<file path="config.mk">
export PLATFORM = sky130hd
export DESIGN_NAME = mc_ctrl_unit_flat
export DESIGN_NICKNAME = d
export VERILOG_FILES = /design/src/rtl/mc_ctrl_if.sv /design/src/rtl/mc_ctrl_unit.sv /design/src/flat_wrapper.sv
export SDC_FILE = /design/constraint.sdc
export NUM_CORES = 1
export LEC_CHECK = 0
export ABC_AREA = 0
export CORE_MARGIN = 3
export CORE_UTILIZATION = 35
export CTS_CLUSTER_DIAMETER = 80
export CTS_CLUSTER_SIZE = 16
export DETAILED_ROUTE_END_ITERATION = 10
export PLACE_DENSITY = 0.79
export SLEW_MARGIN = 20
export SYNTH_ARGS = -nofsm -noshare
export SYNTH_HDL_FRONTEND = slang
export SYNTH_SLANG_ARGS = --single-unit
export TNS_END_PERCENT = 5
</file>
<file path="constraint.sdc">
create_clock -name clk -period 2.35 [get_ports clk]
set_input_delay 0.705 -clock clk [delete_from_list [all_inputs] [get_ports clk]]
set_output_delay 0.705 -clock clk [all_outputs]
set_load 0.1 [all_outputs]
</file>
<file path="src/rtl/mc_ctrl_if.sv">
// Control-unit bundle between the multicycle MIPS controller and its datapath.
// The controller drives the master side; the datapath drives the instruction fields and the zero flag.
interface mc_ctrl_if;
  logic [5:0] op;
  logic [5:0] funct;
  logic       zero;
  logic       pc_en;
  logic       iord;
  logic       mem_we;
  logic       ir_we;
  logic       reg_dst;
  logic       mem_to_reg;
  logic       reg_we;
  logic       alu_src_a;
  logic [1:0] alu_src_b;
  logic [2:0] alu_ctrl;
  logic [1:0] pc_src;
  logic [3:0] state_o;

  modport master (
    input  op, funct, zero,
    output pc_en, iord, mem_we, ir_we, reg_dst, mem_to_reg, reg_we,
           alu_src_a, alu_src_b, alu_ctrl, pc_src, state_o
  );

  modport slave (
    output op, funct, zero,
    input  pc_en, iord, mem_we, ir_we, reg_dst, mem_to_reg, reg_we,
           alu_src_a, alu_src_b, alu_ctrl, pc_src, state_o
  );
endinterface

</file>
<file path="src/rtl/mc_ctrl_unit.sv">
// Multicycle MIPS main control FSM: Moore outputs per state.
// In BRANCH, pc_en follows the ALU zero flag.
module mc_ctrl_unit (
  input  logic        clk,
  input  logic        rst,
  mc_ctrl_if.master   bus
);

  typedef enum logic [3:0] {
    S_IDLE   = 4'd0,  S_FETCH  = 4'd1,  S_DECODE = 4'd2,  S_MEMADR = 4'd3,
    S_MEMRD  = 4'd4,  S_MEMWB  = 4'd5,  S_MEMWR  = 4'd6,  S_EXEC   = 4'd7,
    S_ALUWB  = 4'd8,  S_BRANCH = 4'd9,  S_ADDIEX = 4'd10, S_ADDIWB = 4'd11,
    S_JUMP   = 4'd12
  } state_t;

  localparam logic [5:0] OP_LW   = 6'b100011;
  localparam logic [5:0] OP_SW   = 6'b101011;
  localparam logic [5:0] OP_R    = 6'b000000;
  localparam logic [5:0] OP_BEQ  = 6'b000100;
  localparam logic [5:0] OP_ADDI = 6'b001000;
  localparam logic [5:0] OP_J    = 6'b000010;

  localparam logic [2:0] ALU_ADD = 3'b010;
  localparam logic [2:0] ALU_SUB = 3'b110;
  localparam logic [2:0] ALU_AND = 3'b000;
  localparam logic [2:0] ALU_OR  = 3'b001;
  localparam logic [2:0] ALU_SLT = 3'b111;

  state_t     state_q, state_d;
  logic       pc_en, iord, mem_we, ir_we, reg_dst, mem_to_reg, reg_we, alu_src_a;
  logic [1:0] alu_src_b, pc_src;
  logic [2:0] alu_ctrl;
  logic       funct_ok;

  always_ff @(posedge clk or posedge rst) begin
    if (rst) state_q <= S_IDLE;
    else     state_q <= state_d;
  end

  // R-type funct decode; an unknown funct falls back to add and skips writeback.
  always_comb begin
    funct_ok = 1'b1;
    case (bus.funct)
      6'b100000: alu_ctrl = ALU_ADD;
      6'b100010: alu_ctrl = ALU_SUB;
      6'b100100: alu_ctrl = ALU_AND;
      6'b100101: alu_ctrl = ALU_OR;
      6'b101010: alu_ctrl = ALU_SLT;
      default: begin
        alu_ctrl = ALU_ADD;
        funct_ok = 1'b0;
      end
    endcase
  end

  always_comb begin
    state_d    = state_q;
    pc_en      = 1'b0;
    iord       = 1'b0;
    mem_we     = 1'b0;
    ir_we      = 1'b0;
    reg_dst    = 1'b0;
    mem_to_reg = 1'b0;
    reg_we     = 1'b0;
    alu_src_a  = 1'b0;
    alu_src_b  = 2'b00;
    pc_src     = 2'b00;
    case (state_q)
      S_IDLE: state_d = S_FETCH;
      S_FETCH: begin
        ir_we     = 1'b1;
        alu_src_b = 2'b01;
        pc_en     = 1'b1;
        state_d   = S_DECODE;
      end
      S_DECODE: begin
        alu_src_b = 2'b11;
        case (bus.op)
          OP_LW, OP_SW: state_d = S_MEMADR;
          OP_R:         state_d = S_EXEC;
          OP_BEQ:       state_d = S_BRANCH;
          OP_ADDI:      state_d = S_ADDIEX;
          OP_J:         state_d = S_JUMP;
          default:      state_d = S_FETCH;
        endcase
      end
      S_MEMADR: begin
        alu_src_a = 1'b1;
        alu_src_b = 2'b10;
        state_d   = (bus.op == OP_LW) ? S_MEMRD : S_MEMWR;
      end
      S_MEMRD: begin
        iord    = 1'b1;
        state_d = S_MEMWB;
      end
      S_MEMWB: begin
        mem_to_reg = 1'b1;
        reg_we     = 1'b1;
        state_d    = S_FETCH;
      end
      S_MEMWR: begin
        iord    = 1'b1;
        mem_we  = 1'b1;
        state_d = S_FETCH;
      end
      S_EXEC: begin
        alu_src_a = 1'b1;
        state_d   = funct_ok ? S_ALUWB : S_FETCH;
      end
      S_ALUWB: begin
        reg_dst = 1'b1;
        reg_we  = 1'b1;
        state_d = S_FETCH;
      end
      S_BRANCH: begin
        alu_src_a = 1'b1;
        pc_src    = 2'b01;
        pc_en     = bus.zero;
        state_d   = S_FETCH;
      end
      S_ADDIEX: begin
        alu_src_a = 1'b1;
        alu_src_b = 2'b10;
        state_d   = S_ADDIWB;
      end
      S_ADDIWB: begin
        reg_we  = 1'b1;
        state_d = S_FETCH;
      end
      S_JUMP: begin
        pc_src  = 2'b10;
        pc_en   = 1'b1;
        state_d = S_FETCH;
      end
      default: state_d = S_IDLE;
    endcase
  end

  assign bus.pc_en      = pc_en;
  assign bus.iord       = iord;
  assign bus.mem_we     = mem_we;
  assign bus.ir_we      = ir_we;
  assign bus.reg_dst    = reg_dst;
  assign bus.mem_to_reg = mem_to_reg;
  assign bus.reg_we     = reg_we;
  assign bus.alu_src_a  = alu_src_a;
  assign bus.alu_src_b  = alu_src_b;
  // Only EXEC and BRANCH override the add code used by every other ALU-using state.
  assign bus.alu_ctrl   = (state_q == S_EXEC)   ? alu_ctrl :
                          (state_q == S_BRANCH) ? ALU_SUB :
                          (state_q == S_FETCH || state_q == S_DECODE ||
                           state_q == S_MEMADR || state_q == S_ADDIEX) ? ALU_ADD : 3'b000;
  assign bus.pc_src     = pc_src;
  assign bus.state_o    = state_q;

endmodule

</file>
<file path="src/flat_wrapper.sv">
// flat-port wrapper written by rule: the top's interface ports become plain ports
module mc_ctrl_unit_flat 
  (clk, rst, bus_op, bus_funct, bus_zero, bus_pc_en, bus_iord, bus_mem_we, bus_ir_we, bus_reg_dst, bus_mem_to_reg, bus_reg_we, bus_alu_src_a, bus_alu_src_b, bus_alu_ctrl, bus_pc_src, bus_state_o);
  mc_ctrl_if bus_i ();
  input  logic clk;
  input  logic rst;
  input wire logic [$bits(bus_i.op)-1:0] bus_op;
  input wire logic [$bits(bus_i.funct)-1:0] bus_funct;
  input wire logic [$bits(bus_i.zero)-1:0] bus_zero;
  output wire logic [$bits(bus_i.pc_en)-1:0] bus_pc_en;
  output wire logic [$bits(bus_i.iord)-1:0] bus_iord;
  output wire logic [$bits(bus_i.mem_we)-1:0] bus_mem_we;
  output wire logic [$bits(bus_i.ir_we)-1:0] bus_ir_we;
  output wire logic [$bits(bus_i.reg_dst)-1:0] bus_reg_dst;
  output wire logic [$bits(bus_i.mem_to_reg)-1:0] bus_mem_to_reg;
  output wire logic [$bits(bus_i.reg_we)-1:0] bus_reg_we;
  output wire logic [$bits(bus_i.alu_src_a)-1:0] bus_alu_src_a;
  output wire logic [$bits(bus_i.alu_src_b)-1:0] bus_alu_src_b;
  output wire logic [$bits(bus_i.alu_ctrl)-1:0] bus_alu_ctrl;
  output wire logic [$bits(bus_i.pc_src)-1:0] bus_pc_src;
  output wire logic [$bits(bus_i.state_o)-1:0] bus_state_o;
  assign bus_i.op = bus_op;
  assign bus_i.funct = bus_funct;
  assign bus_i.zero = bus_zero;
  assign bus_pc_en = bus_i.pc_en;
  assign bus_iord = bus_i.iord;
  assign bus_mem_we = bus_i.mem_we;
  assign bus_ir_we = bus_i.ir_we;
  assign bus_reg_dst = bus_i.reg_dst;
  assign bus_mem_to_reg = bus_i.mem_to_reg;
  assign bus_reg_we = bus_i.reg_we;
  assign bus_alu_src_a = bus_i.alu_src_a;
  assign bus_alu_src_b = bus_i.alu_src_b;
  assign bus_alu_ctrl = bus_i.alu_ctrl;
  assign bus_pc_src = bus_i.pc_src;
  assign bus_state_o = bus_i.state_o;
  mc_ctrl_unit u_core (.clk(clk), .rst(rst), .bus(bus_i));
endmodule
</file>
==> metrics.md, run 1 <==
| Metric | Value |
|---|---|
| Outcome | `aborted with a tool error` |
| Failed at | `clock tree synthesis` |
| Stop Error | `[ERROR DPL-0033] detailed placement checks failed during check placement.` |
| Sequential area share after synthesis | `17.94%` |
| Post-Synthesis Cells | `82` |
| Clock H-tree levels | `1` |
| Most instantiated library cell after synthesis | `nor2_1` |
| Port buffer count | `33` |
| Ports | `34` |
| Synthesized Nets | `97` |
| Post-CTS Hold Fix Bufs | `0` |
| Clock tree buffer depth | `2` |
| Mapped Area | `558.0 sq um` |
| Synth area leaders | `dfrtp_1 (18%), nor2_1 (7.4%), nand2b_1 (6.7%), nor2b_1 (5.6%), a21oi_1 (4.5%)` |
| Post-synth EDFFs | `0` |
| Yosys reg bits | `4` |
| Post-synth cell types | `32` |
| Post_cts resized | `31` |
| Synth top cells by count | `nor2_1 (11), nand2b_1 (6), a21oi_1 (5), nand3_1 (5), nor2b_1 (5)` |
| Die X-Extent | `45.93 um` |
| Most common flop cell mapped by yosys | `dfrtp_1` |
| Synthesis Warnings | `0` |
| CTS Root Cell | `clkbuf_4` |
| HPWL Detailed | `1972 um` |
| CTS Buf Count | `3` |
| Initial Utilization | `39.89%` |
| Yosys top cell area share | `17.94%` |
| Sinks on Clock Net | `4` |
| Die height | `45.93 um` |
| Largest area contributor in the netlist | `dfrtp_1` |
| FP Rows | `13` |
| RD Place Congestion | `0.8744` |
| Postcts setup bufs | `4` |
| Fraction of registers with async set/reset | `100.0%` |
| Mean post-synth cell area | `6.805 sq um` |
==> logic make-up after synthesis <==
logic type	Yosys count	share of synthesized area [%]
AO/OA/AOI/OAI	20	23.99
AND/OR/NAND/NOR	49	48.43
multiplexers	1	1.794
XOR/XNOR	2	3.140
buffers and inverters	6	4.708
flip-flops	4	17.94
==> stage by stage <==
| stage | cells | instance area [sq um] | worst slack, ns |
|---|---|---|---|
| after global placement | 131 | 1305 | -0.3906 |
| after floorplan | 82 | 753.2 | -0.2538 |
| after detailed placement | 131 | 1305 | -0.5158 |
==> run 2, diff against run 1 <==
--- a/config.mk
+++ b/config.mk
@@ -6,12 +6,10 @@
 export NUM_CORES = 1
 export LEC_CHECK = 0
 export ABC_AREA = 0
-export CORE_MARGIN = 3
-export CORE_UTILIZATION = 35
-export CTS_CLUSTER_DIAMETER = 80
-export CTS_CLUSTER_SIZE = 16
+export CORE_AREA = 3 3 64 66
 export DETAILED_ROUTE_END_ITERATION = 10
-export PLACE_DENSITY = 0.79
+export DIE_AREA = 0 0 67 69
+export PLACE_DENSITY_LB_ADDON = 0.15
 export SLEW_MARGIN = 20
 export SYNTH_ARGS = -nofsm -noshare
 export SYNTH_HDL_FRONTEND = slang
==> run 2 against run 1 <==
  * The run now ends clean
  * Synthesized cell count unchanged
  * Synthesized area unchanged
==> metrics.md, run 2 <==
| Metric | Value |
|---|---|
| Simple-Gate Fraction of Synth Area | `48.43% (unchanged)` |
| Yosys reg bits | `4 (unchanged)` |
| Largest register FFs | `4` |
| Synth Area in XOR/XNOR | `3.139% (unchanged)` |
| Multiplexer area fraction after synthesis | `1.794% (unchanged)` |
| Share of cells above drive strength 1 | `54.17%` |
| Diodes inserted | `0` |
| Most common cell after layout, fill and taps aside | `buf_12` |
| Slew margin rel. | `72.77%` |
| Worst-Margin Slew | `0.4054 ns` |
| Vias in the first global route | `786` |
| Synth top cells by count | `nor2_1 (11), nand2b_1 (6), a21oi_1 (5), nand3_1 (5), nor2b_1 (5) (unchanged)` |
| HPWL Detailed | `1711 um (was 1972 um)` |
| RD Place Congestion | `0.7496 (was 0.8744)` |
| CTS Root Cell | `clkbuf_8 (was clkbuf_4)` |
| Mean post-synth cell area | `6.805 sq um (unchanged)` |
| NumNets Final | `137` |
| Antenna Violating Nets Remaining | `0` |
| GRT Total Usage | `9.429%` |
| Final wirelength | `2172 um` |
| Post-synth cell types | `32 (unchanged)` |
| Largest net degree at the start of global routing | `19` |
| Most instantiated library cell after synthesis | `nor2_1 (unchanged)` |
| # DRC | `0` |
| Placed cell count | `165 (was 131)` |
| Yosys top cell area share | `17.94% (unchanged)` |
| Largest family of logic cells by synthesized area | `simple AND/OR/NAND/NOR gates (unchanged)` |
| Final Setup Violations | `0` |
| Initial antenna violation count | `0` |
| FMAX | `429.3 MHz` |
| Clock H-tree levels | `1 (unchanged)` |
| WHS | `0.6749 ns` |
| RSZ-0062 raised after global routing | `true` |
| Synth Area in Compound Gates | `23.99% (unchanged)` |
| Setup crit start kind | `register` |
| Post-synth EDFFs | `0 (unchanged)` |
| Grt total ovfl | `0` |
| Most frequent cells in the layout | `buf_12 (19), clkdlybuf4s50_1 (7), buf_4 (7)` |
| Initial Utilization | `15.36% (was 39.89%)` |
| Max Slew Vio Count | `0` |
| CTS tree | `yes` |
| Die X-Extent | `67 um (was 45.93 um)` |
| CORE AREA | `3633 sq um` |
| Ports | `34 (unchanged)` |
| Hold Crit Class | `input port to asynchronous set/reset pin` |
| Multi-input gate area | `638.1 sq um` |
| CP Data Required Time | `1.64 ns` |
| Port buffer count | `33 (unchanged)` |
| Synthesis Warnings | `0 (unchanged)` |
| Largest area contributor in the netlist | `dfrtp_1 (unchanged)` |
| Register area | `115.1 sq um` |
| Synthesized Nets | `97 (unchanged)` |
| Outcome | `completed (was aborted with a tool error)` |
| Arr. time, crit path | `1.62 ns` |
| First-pass GRT wire length | `3532 um` |
| Sequential area share after synthesis | `17.94% (unchanged)` |
| Finished Layout Cells | `168` |
| Vias per inst | `4.690` |
| Final Hold Violating Endpoints | `0` |
| Placed Area | `1354 sq um (was 1305 sq um)` |
| Vias | `788` |
| Clock tree buffer depth | `2 (unchanged)` |
| Mapped Area | `558.0 sq um (unchanged)` |
| Min cycle time layout | `2.330 ns` |
| Most common flop cell mapped by yosys | `dfrtp_1 (unchanged)` |
| Clock Latency Late Sink | `0.22 ns` |
| Core Util, Final | `38.84%` |
| Post-Synthesis Cells | `82 (unchanged)` |
| Post-CTS Hold Fix Bufs | `0 (unchanged)` |
| Tcrit/Tclk final | `99.13%` |
| Worst R2R Setup Slack | `0.78 ns` |
| CP max FO | `17` |
| Fin area | `1411 sq um` |
| CTS Buf Count | `3 (unchanged)` |
| CP Class | `register to primary output` |
| FP Rows | `22 (was 13)` |
| Wire length per cell | `12.93 um` |
| Crit. End Element | `primary output` |
| Layout filler cell count | `377` |
| Clock Skews | `0.002120 ns` |
| Sinks on Clock Net | `4 (unchanged)` |
| Clock-pin transition on the worst setup and hold timing paths | `0.03 ns` |
| Fraction of registers with async set/reset | `100.0% (unchanged)` |
| Synth area leaders | `dfrtp_1 (18%), nor2_1 (7.4%), nand2b_1 (6.7%), nor2b_1 (5.6%), a21oi_1 (4.5%) (unchanged)` |
| Max Cap Viol | `0` |
| Initial DRC count | `15` |
| Die area | `4623 sq um` |
| Die height | `69 um (was 45.93 um)` |
| Syn-to-layout area delta | `152.9%` |
| First-pass DRT Iterations | `2` |
| Adder-cell share of the synthesized area | `0% (unchanged)` |
[run 2: cells by family (layout without fill, tap and decap cells)]
kind of cell | after synthesis | in the layout
simple gates | 49 | 49
compound gates | 20 | 20
buf+inv | 6 | 44
flops | 4 | 4
xor+xnor | 2 | 2
mux | 1 | 1
[run 2: cell type report]
type	count	share of cell area [%]
well taps	48	4.255
inverters	1	0.2660
multi-input cells	72	45.21
repair buffers	40	39.18
flip-flops and latches	4	8.156
clock buffers	3	2.926
[run 2: critical path: stages, from the launching register on]
cell	delay, ns
dfrtp_4	0.58
nand2b_2	0.36
nor3_4	0.27
buf_12	0.20
[run 2: worst paths after layout]
path                                       startpoint                     to  cells after the start
worst max-delay path            u_core.bus.state_o[2]            bus_reg_dst                      3
min in group clk                u_core.bus.state_o[3]  u_core.bus.state_o[2]                      1
worst max register to register  u_core.bus.state_o[2]  u_core.bus.state_o[1]                      3
worst min-delay path                              rst  u_core.bus.state_o[2]                      2
worst min register to register  u_core.bus.state_o[3]  u_core.bus.state_o[2]                      1
max in group asynchronous                         rst  u_core.bus.state_o[0]                      2
[run 2: stage by stage]
| stage | setup TNS (ns) | setup WS, ns |
|---|---|---|
| after floorplan | -1.894 | -0.2538 |
| after global placement | -1.103 | -0.3648 |
| after detailed placement | -1.179 | -0.3927 |
| after global routing | -0.03947 | -0.02310 |
| after CTS | 0 | 0.01145 |
| final | 0 | 0.02049 |
[run 2: what timing repair did]
item / 4_1_cts / 5_1_grt
setup endpoints to repair: 4 / 8
setup buffers: 0 / 0
pin swaps: 7 / 0
resized for setup: 26 / 6
[run 2: layer usage]
| layer | routed length (um) | up-vias | track usage, % |
|---|---|---|---|
| li1 | - | 385 | - |
| met1 | 956 | 378 | 11.77 |
| met2 | 1057 | 23 | 15.61 |
| met3 | 142 | 2 | 1.140 |
| met4 | 14 | 0 | 4.505 |
| met5 | 0 | - | 0 |
Power of run 2 is not shown: default switching activity piles up to over one toggle a cycle in this logic, so the estimate is an artifact.
==> run 3, diff against run 2 <==
--- a/config.mk
+++ b/config.mk
@@ -9,7 +9,7 @@
 export CORE_AREA = 3 3 64 66
 export DETAILED_ROUTE_END_ITERATION = 10
 export DIE_AREA = 0 0 67 69
-export PLACE_DENSITY_LB_ADDON = 0.15
+export PLACE_DENSITY_LB_ADDON = 0.1
 export SLEW_MARGIN = 20
 export SYNTH_ARGS = -nofsm -noshare
 export SYNTH_HDL_FRONTEND = slang
==> constraint.sdc (replaced) <==
create_clock -name clk -period 2.9 [get_ports clk]
set_input_delay 0.87 -clock clk [delete_from_list [all_inputs] [get_ports clk]]
set_output_delay 0.87 -clock clk [all_outputs]
set_load 0.1 [all_outputs]
==> run 3 against run 2 <==
  * Clock-buffer cell count grew 1
  * Die area unchanged
  * Cell count is 1.2% higher
  * Design area is 4.8% lower
  * First-iteration DRC count up 33%
  * Sequential share of layout area is 0.24 points lower
  * Routed wire length down 1.2%
  * Critical path depth up 2
  * Critical path type is now input port to primary output
==> metrics.md, run 3 (synthesis gave the netlist of run 2 again) <==
| Metric | Value |
|---|---|
| Wire length per cell | `12.62 um (was 12.93 um)` |
| Tcrit/Tclk final | `98.59%` |
| Largest net degree at the start of global routing | `21 (was 19)` |
| NumNets Final | `138 (was 137)` |
| Setup crit start kind | `input port (was register)` |
| Die area | `4623 sq um (unchanged)` |
| Crit. End Element | `primary output (unchanged)` |
| Max Slew Vio Count | `0 (unchanged)` |
| CTS Buf Count | `3 (unchanged)` |
| First-pass GRT wire length | `3470 um (was 3532 um)` |
| Initial antenna violation count | `0 (unchanged)` |
| Worst setup margin | `0.04091 ns (was 0.02049 ns)` |
| Crit-path max cell delay | `0.46 ns (was 0.58 ns)` |
| Ports | `34 (unchanged)` |
| CORE AREA | `3633 sq um (unchanged)` |
| Most frequent cells in the layout | `buf_12 (15), buf_4 (11), clkdlybuf4s50_1 (9) (was buf_12 (19), clkdlybuf4s50_1 (7), buf_4 (7))` |
| CP max FO | `3 (was 17)` |
| Clock tree buffer depth | `2 (unchanged)` |
| CP Data Required Time | `2.03 ns (was 1.64 ns)` |
| Crit path cell chain | `clkdlybuf4s50_1 > nor2_2 > nand4_1 > a21oi_4 > buf_12 (was nand2b_2 > nor3_4 > buf_12)` |
| Grt total ovfl | `0 (unchanged)` |
| Outcome | `completed (unchanged)` |
| Final Hold Violating Endpoints | `0 (unchanged)` |
| Placed cell count | `165 (unchanged)` |
| DP Worst Slack | `-0.1430 ns (was -0.3927 ns)` |
| Clock-pin transition on the worst setup and hold timing paths | `0.03 ns (about the same)` |
| Finished Layout Cells | `170 (was 168)` |
| CTS tree | `yes (unchanged)` |
| Diodes inserted | `0 (unchanged)` |
| FMAX | `349.8 MHz` |
| Hold Crit Class | `register to register (was input port to asynchronous set/reset pin)` |
| Syn-to-layout area delta | `140.8% (was 152.9%)` |
| Clock Latency Late Sink | `0.22 ns (about the same)` |
| Layout filler cell count | `392 (was 377)` |
| Most common cell after layout, fill and taps aside | `buf_12 (unchanged)` |
| HPWL Detailed | `1703 um (was 1711 um)` |
| Max Cap Viol | `0 (unchanged)` |
| Vias | `787 (was 788)` |
| Die height | `69 um (unchanged)` |
| Register area | `106.4 sq um (was 115.1 sq um)` |
| Antenna Violating Nets Remaining | `0 (unchanged)` |
| GRT Total Usage | `9.426% (was 9.429%)` |
| FP Rows | `22 (unchanged)` |
| Vias per inst | `4.629 (was 4.690)` |
| Min cycle time layout | `2.859 ns` |
| Vias in the first global route | `727 (was 786)` |
| Placed Area | `1277 sq um (was 1354 sq um)` |
| Final wirelength | `2145 um (was 2172 um)` |
| CTS Root Cell | `clkbuf_8 (unchanged)` |
| Final Setup Violations | `0 (unchanged)` |
| Share of cells above drive strength 1 | `42.62% (was 54.17%)` |
| RD Place Congestion | `0.7002 (was 0.7496)` |
| Clock H-tree levels | `1 (unchanged)` |
| Fin area | `1344 sq um (was 1411 sq um)` |
| Multi-input gate area | `596.8 sq um (was 638.1 sq um)` |
| Initial Utilization | `15.36% (unchanged)` |
| Largest register FFs | `4 (unchanged)` |
| Clock Skews | `0.002291 ns (was 0.002120 ns)` |
| Port buffer count | `33 (unchanged)` |
| Arr. time, crit path | `1.99 ns (was 1.62 ns)` |
| Worst-Margin Slew | `0.5676 ns (was 0.4054 ns)` |
| # DRC | `0 (unchanged)` |
| CP Class | `input port to primary output (was register to primary output)` |
| Sinks on Clock Net | `4 (unchanged)` |
| Post-CTS Hold Fix Bufs | `0 (unchanged)` |
| Slew margin rel. | `62.16% (was 72.77%)` |
| Initial DRC count | `20 (was 15)` |
| First-pass DRT Iterations | `4 (was 2)` |
| Slowest-stage cell, CP | `clkdlybuf4s50_1 (was dfrtp_4)` |
| Die X-Extent | `67 um (unchanged)` |
==> run 3: cell count changes in the layout (fill, tap and decap cells not counted), moves of 2 or more <==
cell / delta
buf_4: +4
dfrtp_2: +2
buf_12: -4
nand2_1: +2
clkdlybuf4s50_1: +2
dfrtp_4: -3
nand2b_1: +3
dlygate4sd2_1: +3
nand2b_2: -2
buf_2: -4
nand2_2: -2
==> run 3: final cells by class <==
class | count | area share, %
multi-input cells | 72 | 44.41
repair buffers | 41 | 39.57
flip-flops and latches | 4 | 7.914
well taps | 48 | 4.469
clock buffers | 4 | 3.352
inverters | 1 | 0.2793
==> run 3: per-stage QoR <==
step | TNS (ns) | util [%] | hold WS [ns]
6_report | 0 | 36.98 | 0.6742
5_1_grt | -0.0005034 | 36.98 | 0.7140
4_1_cts | -0.01337 | 36.85 | 0.6798
3_5_place_dp | -0.3542 | 35.16 | 0.6722
3_3_place_gp | -0.3445 | 35.16 | 0.6701
2_1_floorplan | -0.9696 | - | 0.6360
==> run 3: repair_timing <==
item                       in CTS  in global routing
setup buffers                   1                  0
pin swaps                       4                  2
setup endpoints to repair       3                  3
resized for setup               8                  2
gates cloned                    0                  0
==> run 3: path summary, 6_finish.rpt <==
path	from	to	slack [ns]	cells after the start
max	bus_funct[0]	bus_alu_ctrl[0]	0.04	5
min	u_core.bus.state_o[3]	u_core.bus.state_o[2]	0.67	1
max reg2reg	u_core.bus.state_o[2]	u_core.bus.state_o[1]	1.18	4
min reg2reg	u_core.bus.state_o[3]	u_core.bus.state_o[2]	0.67	1
max in group asynchronous	rst	u_core.bus.state_o[3]	1.91	2
min in group asynchronous	rst	u_core.bus.state_o[3]	0.83	2
==> run 3: routing by layer <==
| layer | part of all wire, % | GRT usage [%] | wire length [um] | up-vias |
|---|---|---|---|---|
| met1 | 43 | 12.55 | 929 | 375 |
| met5 | 0 | 0 | 0 | - |
| met2 | 51 | 15.39 | 1101 | 21 |
| met3 | 4.4 | 0.9772 | 94 | 2 |
| met4 | 0.84 | 3.378 | 18 | 0 |
| li1 | - | - | - | 389 |
==> run 3: worst max-delay path, delay by kind of cell <==
family,cells,cell delay (ns)
AOI/OAI and AO/OA,1,0.18
and+or+nand+nor,2,0.29
buffers and inverters,2,0.65
Power of run 3 is left out for the same reason.
==> run 4, diff against run 3 <==
--- a/config.mk
+++ b/config.mk
@@ -5,7 +5,7 @@
 export SDC_FILE = /design/constraint.sdc
 export NUM_CORES = 1
 export LEC_CHECK = 0
-export ABC_AREA = 0
+export ABC_AREA = 1
 export CORE_AREA = 3 3 64 66
 export DETAILED_ROUTE_END_ITERATION = 10
 export DIE_AREA = 0 0 67 69
==> constraint.sdc (replaced) <==
create_clock -name clk -period 2.9 [get_ports clk]
set_input_delay 0.435 -clock clk [delete_from_list [all_inputs] [get_ports clk]]
set_output_delay 0.435 -clock clk [all_outputs]
set_load 0.1 [all_outputs]
==> run 4 against run 3 <==
  * First-iteration DRC count shrank 20%
  * Critical path type unchanged
  * Non-clock buffer count shrank 8
  * Fmax grew 32%
  * Routed wire length shrank 14%
  * Register-to-register slack gained 0.41 ns
  * Flip-flop and latch count is the same
  * Setup slack gained 0.69 ns
  * Synthesized cell count grew 22%
  * Design area shrank 27%
==> metrics.md, run 4 <==
| Metric | Value |
|---|---|
| Outcome | `completed (unchanged)` |
| R2R cell count | `5 (was 4)` |
| Clock tree buffer depth | `2 (unchanged)` |
| Antenna Violating Nets Remaining | `0 (unchanged)` |
| Placed Area | `939.7 sq um (was 1277 sq um)` |
| Max Slew Vio Count | `0 (unchanged)` |
| Crit path cell chain | `clkdlybuf4s50_1 > inv_1 > nor2_1 > nand3_1 > nor2_1 > nand2_1 > nand2_1 > buf_12 (was clkdlybuf4s50_1 > nor2_2 > nand4_1 > a21oi_4 > buf_12)` |
| Die height | `69 um (unchanged)` |
| Sinks on Clock Net | `4 (unchanged)` |
| Diodes inserted | `0 (unchanged)` |
| RD Place Congestion | `0.7351 (was 0.7002)` |
| Final Setup Violations | `0 (unchanged)` |
| CTS tree | `yes (unchanged)` |
| Most instantiated library cell after synthesis | `nor2_1 (unchanged)` |
| Most frequent cells in the layout | `inv_1 (21), nor2_1 (18), nand3_1 (18) (was buf_12 (15), buf_4 (11), clkdlybuf4s50_1 (9))` |
| Ports | `34 (unchanged)` |
| Syn-to-layout area delta | `84.47% (was 140.8%)` |
| CP max FO | `4 (was 3)` |
| Clock Skews | `0.004936 ns (was 0.002291 ns)` |
| Most common flop cell mapped by yosys | `dfrtp_1 (unchanged)` |
| Met3 WL | `102 um (was 94 um)` |
| Post-Synthesis Cells | `100 (was 82)` |
| Die X-Extent | `67 um (unchanged)` |
| Post-CTS Hold Fix Bufs | `0 (unchanged)` |
| Grt total ovfl | `0 (unchanged)` |
| Placed cell count | `181 (was 165)` |
| CP Class | `input port to primary output (unchanged)` |
| Synth top cells by count | `nor2_1 (22), inv_1 (21), nand3_1 (18) (was nor2_1 (11), nand2b_1 (6), a21oi_1 (5), nand3_1 (5), nor2b_1 (5))` |
| Hold Crit Class | `input port to asynchronous set/reset pin (was register to register)` |
| Crit-path max cell delay | `0.45 ns (was 0.46 ns)` |
| Postcts setup bufs | `0 (was 1)` |
| Finished Layout Cells | `184 (was 170)` |
| Clock Latency Late Sink | `0.22 ns (about the same)` |
| Worst R2R Setup Slack | `1.59 ns (was 1.18 ns)` |
| Core Util, Final | `27.00% (was 36.98%)` |
| Post_cts resized | `0 (was 8)` |
| Crit. End Element | `primary output (unchanged)` |
| Reg-to-reg startpoint | `u_core.bus.state_o[3] (was u_core.bus.state_o[2])` |
| Wire length per cell | `9.984 um (was 12.62 um)` |
| FP Rows | `22 (unchanged)` |
| NumNets Final | `153 (was 138)` |
| Synthesis Warnings | `0 (unchanged)` |
| Synth area leaders | `dfrtp_1 (19%), nand3_1 (17%), nor2_1 (16%), inv_1 (15%), nand2_1 (12%) (was dfrtp_1 (18%), nor2_1 (7.4%), nand2b_1 (6.7%), nor2b_1 (5.6%), a21oi_1 (4.5%))` |
| Largest register FFs | `4 (unchanged)` |
| GRT Total Usage | `8.246% (was 9.426%)` |
| Largest area contributor in the netlist | `dfrtp_1 (unchanged)` |
| CTS Root Cell | `clkbuf_8 (unchanged)` |
| Clock-pin transition on the worst setup and hold timing paths | `0.03 ns (about the same)` |
| First-pass GRT wire length | `3001 um (was 3470 um)` |
| Arr. time, crit path | `1.73 ns (was 1.99 ns)` |
| Post-synth cell types | `16 (was 32)` |
| Synthesized Nets | `115 (was 97)` |
| Final wirelength | `1837 um (was 2145 um)` |
| Initial Utilization | `14.63% (was 15.36%)` |
| Min cycle time layout | `2.167 ns (was 2.859 ns)` |
| CP Data Required Time | `2.47 ns (was 2.03 ns)` |
| Post-synth EDFFs | `0 (unchanged)` |
| Initial antenna violation count | `0 (unchanged)` |
| Die area | `4623 sq um (unchanged)` |
| Total negative slack | `0 ns (unchanged)` |
| Vias | `746 (was 787)` |
| Mapped Area | `531.8 sq um (was 558.0 sq um)` |
| Clock H-tree levels | `1 (unchanged)` |
| Vias in the first global route | `708 (was 727)` |
| Most common cell after layout, fill and taps aside | `inv_1 (was buf_12)` |
| Tcrit/Tclk final | `74.74% (was 98.59%)` |
| First-pass DRT Iterations | `4 (unchanged)` |
| Fin area | `980.9 sq um (was 1344 sq um)` |
| Sequential area share after synthesis | `18.82% (was 17.94%)` |
| Worst-Margin Slew | `0.3048 ns (was 0.5676 ns)` |
| Port buffer count | `33 (unchanged)` |
| Yosys top cell area share | `18.82% (was 17.94%)` |
| FMAX | `461.4 MHz (was 349.8 MHz)` |
| HPWL Detailed | `1598 um (was 1703 um)` |
| Mean post-synth cell area | `5.318 sq um (was 6.805 sq um)` |
| Vias per inst | `4.054 (was 4.629)` |
| Slowest-stage cell, CP | `clkdlybuf4s50_1 (unchanged)` |
| Share of cells above drive strength 1 | `27.21% (was 42.62%)` |
| CORE AREA | `3633 sq um (unchanged)` |
| # DRC | `0 (unchanged)` |
| Setup crit start kind | `input port (unchanged)` |
| Yosys reg bits | `4 (unchanged)` |
| DRT met1 WL | `812 um (was 929 um)` |
| Slew margin rel. | `79.61% (was 62.16%)` |
| Initial DRC count | `16 (was 20)` |
| Fraction of registers with async set/reset | `100.0% (unchanged)` |
| Max Cap Viol | `0 (unchanged)` |
| Largest net degree at the start of global routing | `9 (was 21)` |
| Final Hold Violating Endpoints | `0 (unchanged)` |
| Top layer in use | `met4 (unchanged)` |
| CTS Buf Count | `3 (unchanged)` |
| DR WL met2 | `903 um (was 1101 um)` |
| R2R Path End | `u_core.bus.state_o[2] (was u_core.bus.state_o[1])` |
| RSZ-0062 raised after global routing | `false` |
==> run 4: worst max path at each step <==
stage | from | endpoint | slack [ns] | cells past startpoint
after floorplan | u_core.bus.state_o[1] | bus_alu_src_a | 0.03 | 5
after global placement | bus_funct[5] | bus_alu_ctrl[1] | 0.72 | 7
after detailed placement | bus_funct[5] | bus_alu_ctrl[1] | 0.71 | 7
after CTS | bus_funct[5] | bus_alu_ctrl[1] | 0.71 | 7
after global routing | bus_funct[5] | bus_alu_ctrl[0] | 0.51 | 8
final | bus_funct[5] | bus_alu_ctrl[0] | 0.73 | 8
==> run 4: layout make-up <==
type | count | area (sq um)
Timing Repair Buffer | 33 | 307.8
Inverter | 22 | 82.58
Sequential cell | 4 | 112.6
Multi-Input combinational cell | 74 | 376.6
Clock buffer | 3 | 41.29
Fill cell | 427 | 2653
Tap cell | 48 | 60.06
==> run 4: routing by layer <==
| metal | vias to the layer above | GRT usage [%] |
|---|---|---|
| met4 | 0 | 2.703 |
| met3 | 2 | 2.443 |
| met5 | - | 0 |
| met2 | 27 | 13.86 |
| li1 | 393 | - |
| met1 | 324 | 9.763 |
==> run 4: kinds of logic (layout without fill, tap and decap cells) <==
| kind of cell | Yosys count | in the layout | share of synthesized area (%) |
|---|---|---|---|
| AO/OA/AOI/OAI | 6 | 6 | 6.823 |
| AND/OR/NAND/NOR | 68 | 68 | 58.83 |
| flip-flops | 4 | 4 | 18.82 |
| buffers and inverters | 22 | 58 | 15.53 |
==> run 4: through the flow <==
stage / hold slack [ns] / worst slack, ns
2_1_floorplan: 0.2011 / 0.02599
3_3_place_gp: 0.6282 / 0.7224
3_5_place_dp: 0.6407 / 0.7081
4_1_cts: 0.4087 / 0.7083
5_1_grt: 0.4513 / 0.5058
6_report: 0.4020 / 0.7326
==> run 4: worst max-delay path: cells and delay by family <==
kind / cells / cell delay (ns)
buffers and inverters: 3 / 0.66
AND/OR/NAND/NOR: 5 / 0.62
Power of run 4 is left out for the same reason.
